===== config.mk =====
export PLATFORM = sky130hd
export DESIGN_NAME = jtag_tap_ctrl
export DESIGN_NICKNAME = d
export VERILOG_FILES = /design/src/rtl/jtag_pkg.sv /design/src/rtl/jtag_tap_fsm.sv /design/src/rtl/jtag_tap_ctrl.sv
export SDC_FILE = /design/constraint.sdc
export NUM_CORES = 1
export LEC_CHECK = 0
export BUFFER_PORTS_ARGS = -buffer_cell sky130_fd_sc_hd__clkbuf_2
export CAP_MARGIN = 20
export CORE_MARGIN = 5
export CORE_UTILIZATION = 35
export CTS_CLUSTER_SIZE = 24
export DETAILED_ROUTE_END_ITERATION = 6
export PLACE_DENSITY = 0.65
export SYNTH_ARGS = -nofsm -noshare
export SYNTH_HDL_FRONTEND = slang
export SYNTH_SLANG_ARGS = --single-unit

===== constraint.sdc =====
create_clock -name tck -period 1.8 [get_ports tck]
set_input_delay 0.36 -clock tck [delete_from_list [all_inputs] [get_ports tck]]
set_output_delay 0.36 -clock tck [all_outputs]
set_load 0.005 [all_outputs]

===== src/rtl/jtag_pkg.sv =====
// -----------------------------------------------------------------------------
// jtag_pkg
// Shared definitions for the JTAG TAP controller:
//   - tap_state_t : the 16 TAP states. Their encodings match the ones vendor
//                   BSCAN primitives and debuggers report, so tap_state can
//                   be compared directly against those tools.
//   - ZYNQ7_IR_LENGTH / USER4_OPCODE : default instruction register geometry.
// No ports (package).
// -----------------------------------------------------------------------------
package jtag_pkg;

    typedef enum logic [3:0] {
        TLR    = 4'hF,
        RTI    = 4'hC,
        SEL_DR = 4'h7,
        CAP_DR = 4'h6,
        SH_DR  = 4'h2,
        EX1_DR = 4'h1,
        PA_DR  = 4'h3,
        EX2_DR = 4'h0,
        UPD_DR = 4'h5,
        SEL_IR = 4'h4,
        CAP_IR = 4'hE,
        SH_IR  = 4'hA,
        EX1_IR = 4'h9,
        PA_IR  = 4'hB,
        EX2_IR = 4'h8,
        UPD_IR = 4'hD
    } tap_state_t;

    localparam int               ZYNQ7_IR_LENGTH = 10;
    localparam logic [9:0]       USER4_OPCODE    = 10'h023;

endpackage


===== src/rtl/jtag_tap_fsm.sv =====
// -----------------------------------------------------------------------------
// jtag_tap_fsm
// The 16-state TAP state machine: next-state logic plus state register.
// Every state decode is produced as a registered output computed from the
// next state, so each strobe is a clean flop output that is high for exactly
// the cycles the FSM spends in that state.
// Ports:
//   i_tck     : TAP clock, all state changes on posedge
//   i_trst_n  : synchronous active-low reset (forces TEST_LOGIC_RESET)
//   i_tms     : test mode select
//   o_state   : current state encoding
//   o_tlr, o_rti, o_cap_dr, o_sh_dr, o_upd_dr,
//   o_cap_ir, o_sh_ir, o_upd_ir : one-hot state decodes
// -----------------------------------------------------------------------------
module jtag_tap_fsm
    import jtag_pkg::*;
(
    input  logic       i_tck,
    input  logic       i_trst_n,
    input  logic       i_tms,
    output logic [3:0] o_state,
    output logic       o_tlr,
    output logic       o_rti,
    output logic       o_cap_dr,
    output logic       o_sh_dr,
    output logic       o_upd_dr,
    output logic       o_cap_ir,
    output logic       o_sh_ir,
    output logic       o_upd_ir
);

    tap_state_t r_state;
    tap_state_t w_next;

    logic r_tlr;
    logic r_rti;
    logic r_cap_dr;
    logic r_sh_dr;
    logic r_upd_dr;
    logic r_cap_ir;
    logic r_sh_ir;
    logic r_upd_ir;

    always_comb begin
        w_next = r_state;
        unique case (r_state)
            TLR:    w_next = i_tms ? TLR    : RTI;
            RTI:    w_next = i_tms ? SEL_DR : RTI;
            SEL_DR: w_next = i_tms ? SEL_IR : CAP_DR;
            CAP_DR: w_next = i_tms ? EX1_DR : SH_DR;
            SH_DR:  w_next = i_tms ? EX1_DR : SH_DR;
            EX1_DR: w_next = i_tms ? UPD_DR : PA_DR;
            PA_DR:  w_next = i_tms ? EX2_DR : PA_DR;
            EX2_DR: w_next = i_tms ? UPD_DR : SH_DR;
            UPD_DR: w_next = i_tms ? SEL_DR : RTI;
            SEL_IR: w_next = i_tms ? TLR    : CAP_IR;
            CAP_IR: w_next = i_tms ? EX1_IR : SH_IR;
            SH_IR:  w_next = i_tms ? EX1_IR : SH_IR;
            EX1_IR: w_next = i_tms ? UPD_IR : PA_IR;
            PA_IR:  w_next = i_tms ? EX2_IR : PA_IR;
            EX2_IR: w_next = i_tms ? UPD_IR : SH_IR;
            UPD_IR: w_next = i_tms ? SEL_DR : RTI;
            default: w_next = TLR;
        endcase
    end

    // Decodes are registered from w_next so they line up with r_state.
    always_ff @(posedge i_tck) begin
        if (!i_trst_n) begin
            r_state  <= TLR;
            r_tlr    <= 1'b1;
            r_rti    <= 1'b0;
            r_cap_dr <= 1'b0;
            r_sh_dr  <= 1'b0;
            r_upd_dr <= 1'b0;
            r_cap_ir <= 1'b0;
            r_sh_ir  <= 1'b0;
            r_upd_ir <= 1'b0;
        end else begin
            r_state  <= w_next;
            r_tlr    <= (w_next == TLR);
            r_rti    <= (w_next == RTI);
            r_cap_dr <= (w_next == CAP_DR);
            r_sh_dr  <= (w_next == SH_DR);
            r_upd_dr <= (w_next == UPD_DR);
            r_cap_ir <= (w_next == CAP_IR);
            r_sh_ir  <= (w_next == SH_IR);
            r_upd_ir <= (w_next == UPD_IR);
        end
    end

    assign o_state  = r_state;
    assign o_tlr    = r_tlr;
    assign o_rti    = r_rti;
    assign o_cap_dr = r_cap_dr;
    assign o_sh_dr  = r_sh_dr;
    assign o_upd_dr = r_upd_dr;
    assign o_cap_ir = r_cap_ir;
    assign o_sh_ir  = r_sh_ir;
    assign o_upd_ir = r_upd_ir;

endmodule


===== src/rtl/jtag_tap_ctrl.sv =====
// -----------------------------------------------------------------------------
// jtag_tap_ctrl
// IEEE 1149.1 TAP controller standing in for a vendor BSCAN primitive. It
// decodes TMS/TDI into the BSCAN strobes consumed by user_logic, holds the
// instruction and bypass registers, and muxes TDO.
// Ports:
//   tck              : TAP clock
//   trst_n           : synchronous active-low reset, sampled on posedge tck
//   tms, tdi         : JTAG mode select / serial data in
//   user_tdo         : serial data from user_logic (selected under USER IR)
//   tdo              : serial data out (combinational)
//   test_logic_reset, run_test_idle, capture_dr, shift_dr, update_dr :
//                      state strobes, not gated by IR
//   ir_is_user       : instruction register holds USER_OPCODE
//   tap_state        : current state encoding, debug only
// -----------------------------------------------------------------------------
module jtag_tap_ctrl
    import jtag_pkg::*;
#(
    parameter int                   IR_LENGTH   = ZYNQ7_IR_LENGTH,
    parameter logic [IR_LENGTH-1:0] USER_OPCODE = USER4_OPCODE
) (
    input  logic       tck,
    input  logic       trst_n,
    input  logic       tms,
    input  logic       tdi,
    input  logic       user_tdo,
    output logic       tdo,
    output logic       test_logic_reset,
    output logic       run_test_idle,
    output logic       capture_dr,
    output logic       shift_dr,
    output logic       update_dr,
    output logic       ir_is_user,
    output logic [3:0] tap_state
);

    // Fixed IR capture value: the 1149.1-mandated "01" in the low bits.
    localparam logic [IR_LENGTH-1:0] IR_CAPTURE = {{(IR_LENGTH-2){1'b0}}, 2'b01};

    logic                 w_tlr;
    logic                 w_rti;
    logic                 w_cap_dr;
    logic                 w_sh_dr;
    logic                 w_upd_dr;
    logic                 w_cap_ir;
    logic                 w_sh_ir;
    logic                 w_upd_ir;
    logic [3:0]           w_state;
    logic                 w_ir_is_user;

    logic [IR_LENGTH-1:0] r_ir_sr;
    logic [IR_LENGTH-1:0] r_ir_reg;
    logic                 r_bypass;

    jtag_tap_fsm u_fsm (
        .i_tck    (tck),
        .i_trst_n (trst_n),
        .i_tms    (tms),
        .o_state  (w_state),
        .o_tlr    (w_tlr),
        .o_rti    (w_rti),
        .o_cap_dr (w_cap_dr),
        .o_sh_dr  (w_sh_dr),
        .o_upd_dr (w_upd_dr),
        .o_cap_ir (w_cap_ir),
        .o_sh_ir  (w_sh_ir),
        .o_upd_ir (w_upd_ir)
    );

    assign w_ir_is_user = (r_ir_reg == USER_OPCODE);

    // The decodes are mutually exclusive, so at most one branch fires.
    always_ff @(posedge tck) begin
        if (!trst_n) begin
            r_ir_reg <= '1;
            r_ir_sr  <= '0;
            r_bypass <= 1'b0;
        end else begin
            // BYPASS is held for as long as the TAP sits in TLR.
            if (w_tlr) begin
                r_ir_reg <= '1;
            end else if (w_upd_ir) begin
                r_ir_reg <= r_ir_sr;
            end

            if (w_cap_ir) begin
                r_ir_sr <= IR_CAPTURE;
            end else if (w_sh_ir) begin
                r_ir_sr <= {tdi, r_ir_sr[IR_LENGTH-1:1]};
            end

            // Under the USER IR the DR chain belongs to user_logic, so the
            // bypass bit only shifts when the user chain is not selected.
            if (w_cap_dr) begin
                r_bypass <= 1'b0;
            end else if (w_sh_dr && !w_ir_is_user) begin
                r_bypass <= tdi;
            end
        end
    end

    always_comb begin
        tdo = 1'b0;
        if (w_sh_ir) begin
            tdo = r_ir_sr[0];
        end else if (w_sh_dr) begin
            tdo = w_ir_is_user ? user_tdo : r_bypass;
        end
    end

    assign test_logic_reset = w_tlr;
    assign run_test_idle    = w_rti;
    assign capture_dr       = w_cap_dr;
    assign shift_dr         = w_sh_dr;
    assign update_dr        = w_upd_dr;
    assign ir_is_user       = w_ir_is_user;
    assign tap_state        = w_state;

endmodule


==> impl_metrics.tcl, run 1 <==
set metrics [dict create \
    wire_per_inst_um 13.0 \
    final_common_cell "dfxtp_1" \
    topRoutingLayerUsed "met4" \
    finalCritPeriodShare_pct 103 \
    violations "setup timing" \
    core_um2 3690 \
    arrival_ns 1.49 \
    htreeDepth 2 \
    worst_slew_pin_slew_ns 0.579 \
    grt_pass1_wl_um 4550 \
    fp.dieW_um 72.1 \
    ys_ff_latch 33 \
    drtIter0Drc 37 \
    dp_hpwl_um 1830 \
    die_h_um 72.1 \
    synth_edf_count 0 \
    antenna_cells 0 \
    ys_types 33 \
    cts_tree "yes" \
    io_buffers 15 \
    synth_cells 137 \
    post-route-cell-area_um2 1580 \
    clkLatencyLatePin_ns 0.28 \
    r2r_start "u_fsm.o_state[0]" \
    viasPerCell 4.95 \
    syn_nets 142 \
    drive_above_1_share_pct 22.4 \
    mostFrequentLayoutCells "dfxtp_1, mux2i_1, nand2_1" \
    ys_async_sr_fraction_pct 0 \
    setup_slack_ns -0.0455 \
    drt-met1-wl_um 1210 \
    clockBufferDepth 2 \
    vdd_drop_max_v 0.000392 \
    p_leak_nw 0.656 \
    critPathMaxFanout 5 \
    rsz0062_at_grt "true" \
    firstDrtPassIters 4 \
    min_period_ns 1.85 \
    route.detailed.drc 0 \
    multi_input_area_um2 638 \
    clkSlewWorstSetupHoldPaths_ns 0.06 \
    min_from "tdi" \
    antenna_found_initial 0 \
    placementRows 22 \
    setup_viol 1 \
    start_util_pct 36.6 \
    grt_start_max_net_pins 15 \
    max_freq_mhz 542 \
    r2r_cells 3 \
    final_antenna_net_count 0 \
    cts_buffers 5 \
    area.sequential_um2 664 \
    area_delta_synth_final_pct 17.4 \
    hold_end "r_ir_sr[9]" \
    cts.sinks 33 \
    hold_viol_final 0 \
    maxCapViolations 0 \
    power_mw 1.46 \
    holdCritPathClass "in -> reg" \
    vias 1009 \
    maxSlewViolCount 0 \
    finalWeightedCongestion 0.815 \
    setup_tns_ns -0.0455 \
    end_kind "output port" \
    wl_met3_um 134 \
    preCtsSetupSlack_ns 0.200 \
    max-slew-margin-rel_pct 61.3 \
    grt_usage_pct 11.2 \
    mappedNetlistArea_um2 1350 \
    place_area_um2 1460 \
    cp.required_ns 1.44 \
    wl_met2_um 1240 \
    fillers 367 \
    yosysSeqAreaShare_pct 49.0 \
    design.die.area_um2 5200 \
    first_global_vias 1024 \
    cts_root_buf "clkbuf_8" \
    cellPowerDensity_nw_per_um2 924 \
    yosysWarnings 0 \
    routed_wl_um 2650 \
    ys.flop_type "dfxtp_1" \
    skew_ns 0.00471 \
    ctsHoldBuffers 0 \
    globalRouteOverflowTotal 0 \
    outcome "finished, violations left" \
    rrSetupSlack_ns 0.43 \
    critPathKind "reg -> out" \
    syn_avg_cell_area_um2 9.85 \
    startpoint_type "register" \
    io_pins 16 \
    fin_nets 160 \
    min_path_cells 3 \
    r2r-end "u_fsm.o_state[0]" \
]
[worst max-delay path, stage by stage, from the launching register on]
cell,delay (ns)
dfxtp_2,0.32
and4bb_2,0.27
and4_1,0.18
or3_1,0.33
clkbuf_2,0.12
[worst max path at each step]
stage | cells after the start | startpoint | slack [ns] | end
after floorplan | 3 | r_ir_reg[3] | 0.39 | tdo
after global placement | 5 | user_tdo | 0.22 | tdo
after detailed placement | 5 | user_tdo | 0.20 | tdo
after CTS | 4 | r_ir_reg[2] | -0.07 | tdo
after global routing | 4 | r_ir_reg[3] | -0.1 | tdo
final | 4 | r_ir_reg[3] | -0.05 | tdo
[per-layer routing]
layer | vias to the layer above | GRT usage [%]
li1 | 511 | -
met1 | 462 | 13.0
met2 | 29 | 17.4
met3 | 7 | 3.88
met4 | 0 | 7.72
met5 | - | 0
[final cells by class]
type                    instances  share of cell area, %
clock buffers                   7                   6.08
multi-input cells              92                   40.3
flip-flops and latches         33                   41.9
well taps                      48                   3.79
clock inverters                 1                  0.316
inverters                       4                  0.948
repair buffers                 19                   6.64
[cell usage after synthesis, types with 2 or more instances]
master / instances / area, um2
a21o_1: 2 / 15.0
a21oi_1: 3 / 15.0
and3_1: 3 / 18.8
and3b_1: 2 / 17.5
and4_1: 3 / 26.3
buf_2: 5 / 25.0
clkbuf_1: 2 / 7.51
dfxtp_1: 33 / 661
inv_1: 3 / 11.3
mux2i_1: 20 / 200
nand2_1: 16 / 60.1
nand2b_1: 3 / 18.8
nor2_1: 10 / 37.5
nor2b_1: 5 / 31.3
nor3_1: 3 / 15.0
nor4_1: 2 / 12.5
o21ai_0: 4 / 20.0
o21ai_1: 2 / 10.0
or3_1: 2 / 12.5
[power breakdown]
group | internal [mW] | switching [mW]
logic | 0.0460 | 0.0525
registers | 0.746 | 0.0271
clock network | 0.345 | 0.246
total | 1.14 | 0.326
[repair_timing]
item,CTS,global route
resized for setup,3,3
setup buffers,1,1
endpoints found under the setup margin,1,1
pin swaps,2,3
[metrics by stage]
stage | hold WS, ns | utilization [%] | instances
6_report | 0.349 | 42.9 | 204
3_5_place_dp | 0.448 | 39.6 | 194
4_1_cts | 0.344 | 42.6 | 203
3_3_place_gp | 0.436 | 39.6 | 194
2_1_floorplan | 0.432 | - | 137
5_1_grt | 0.401 | 42.9 | 204
[kinds of logic (layout without fill, tap and decap cells)]
family          count (synthesis)  in the layout  synth area share, %
simple gates                   55             55                 23.8
flops                          33             33                 49.0
mux                            21             21                 15.7
compound gates                 15             15                 6.86
buf+inv                        12             31                 3.90
fa+ha+maj                       1              1                0.742
No activity file was read; power rests on OpenSTA's default activity.
==> run 2: changes to the inputs <==
CORE_UTILIZATION = 30   (was 35)
PLACE_DENSITY = 0.59   (was 0.65)
==> impl_metrics.tcl, run 2 (synthesized netlist as in run 1, its figures left out) <==
set metrics [dict create \
    htreeDepth 2 \
    final_antenna_net_count 0 \
    setup_slack_ns -0.0689 \
    clkLatencyLatePin_ns 0.27 \
    r2r_cells 5 \
    critPathMaxFanout 4 \
    finalCritPeriodShare_pct 104 \
    mostFrequentLayoutCells "dfxtp_1, mux2i_1, nand2_1" \
    setup_viol 1 \
    route.detailed.drc 0 \
    p_leak_nw 0.653 \
    dp_cells 199 \
    min_period_ns 1.87 \
    startpoint_type "register" \
    dp_hpwl_um 1970 \
    drtIter0Drc 32 \
    globalRouteOverflowTotal 0 \
    hold_viol_final 0 \
    vias 989 \
    maxSlewViolCount 0 \
    grt_start_max_net_pins 15 \
    drive_above_1_share_pct 22.8 \
    r2r-end "r_bypass" \
    placementRows 24 \
    hold_end "r_ir_sr[9]" \
    violations "setup timing" \
    vdd_drop_max_v 0.000315 \
    max-slew-margin-rel_pct 61.7 \
    io_buffers 15 \
    drt-met1-wl_um 1180 \
    design.die.area_um2 5940 \
    cts_buffers 5 \
    wl_met3_um 144 \
    start_util_pct 31.0 \
    preCtsSetupSlack_ns 0.173 \
    io_pins 16 \
    fillers 452 \
    fp.dieW_um 77.1 \
    ctsHoldBuffers 0 \
    die_h_um 77.1 \
    viasPerCell 4.71 \
    finish.utilization_pct 36.5 \
    crit_buf_inv 2 \
    skew_ns 0.00220 \
    multi_input_area_um2 638 \
    grt_usage_pct 9.50 \
    crit_family "simple AND/OR/NAND/NOR gates" \
    rsz0062_at_grt "true" \
    cellPowerDensity_nw_per_um2 868 \
    fin_nets 162 \
    first_global_vias 1016 \
    slowest_delay_ns 0.34 \
    crit_slowest_cell "nor4_4" \
    antenna_found_initial 0 \
    topRoutingLayerUsed "met4" \
    fin_cells 210 \
    outcome "finished, violations left" \
    wl_met2_um 1310 \
    maxCapViolations 0 \
    timing.hold.ws_ns 0.355 \
    holdCritPathClass "in -> reg" \
    worstPathCellList "nor4_4 -> buf_4 -> and4_1 -> or3_1 -> clkbuf_2" \
    finalWeightedCongestion 0.762 \
    cts_root_buf "clkbuf_8" \
    min_path_cells 3 \
    area.sequential_um2 667 \
    routed_wl_um 2650 \
    cp.required_ns 1.44 \
    area_delta_synth_final_pct 17.8 \
    grt_pass1_wl_um 4570 \
    core_um2 4350 \
    arrival_ns 1.51 \
    clkSlewWorstSetupHoldPaths_ns 0.06 \
    firstDrtPassIters 4 \
    final_common_cell "dfxtp_1" \
    clockBufferDepth 2 \
    critPathKind "reg -> out" \
    cts_tree "yes" \
    end_kind "output port" \
    wire_per_inst_um 12.6 \
    worst_slew_pin_slew_ns 0.573 \
    min_from "tdi" \
    rrSetupSlack_ns 0.35 \
    r2r_start "r_ir_reg[2]" \
    antenna_cells 0 \
    cts.sinks 33 \
    max_freq_mhz 535 \
]
[run 2: cell types whose count changed in the layout (fill, tap and decap cells not counted)]
cell and change:
clkbuf_1 +3, dfxtp_2 +2, buf_4 +1, dfxtp_1 -2, clkinv_2 -1, buf_6 +1, clkbuf_8 -2
[run 2: area by class of cell]
cell class                      instances  share of cell area [%]
Sequential cell                        33                    42.0
Inverter                                4                   0.945
Clock buffer                            8                    5.04
Timing Repair Buffer                   21                    7.80
Tap cell                               52                    4.09
Multi-Input combinational cell         92                    40.2
[run 2: worst max path at each step]
stage                 from   to  slack (ns)  cells after the start
3_3_place_gp      user_tdo  tdo        0.18                      5
4_1_cts        r_ir_reg[9]  tdo       -0.08                      4
2_1_floorplan  r_ir_reg[3]  tdo        0.39                      3
6_report       r_ir_reg[6]  tdo       -0.07                      5
3_5_place_dp      user_tdo  tdo        0.17                      5
5_1_grt        r_ir_reg[6]  tdo       -0.12                      4
[run 2: per-stage QoR]
stage / TNS (ns) / power [mW] / instance area, um2
3_3_place_gp: 0 / 0.884 / 1470
5_1_grt: -0.146 / 1.46 / 1590
4_1_cts: -0.0773 / 1.41 / 1580
3_5_place_dp: 0 / 0.889 / 1470
2_1_floorplan: 0 / 0.853 / 1350
6_report: -0.0689 / 1.38 / 1590
[run 2: where the power goes]
part / internal (mW) / total [mW] / switching (mW)
clock network: 0.274 / 0.506 / 0.232
registers: 0.747 / 0.774 / 0.0272
logic: 0.0472 / 0.0995 / 0.0523
total: 1.07 / 1.38 / 0.312
[run 2: per-layer routing]
layer	track usage, %	vias to the layer above
li1	-	519
met1	11.2	444
met3	3.40	4
met5	0	-
met2	16.0	22
met4	3.09	0
[run 2: worst register-to-register path: cells and delay by family (launching register included)]
| kind | cells | cell delay [ns] |
|---|---|---|
| AND/OR/NAND/NOR | 3 | 0.75 |
| flip-flops | 1 | 0.33 |
| buffers and inverters | 2 | 0.26 |
[run 2: what timing repair did]
item	CTS	global route
setup buffers	3	0
pin swaps	4	3
gates resized for setup	5	4
endpoints found under the setup margin	1	2
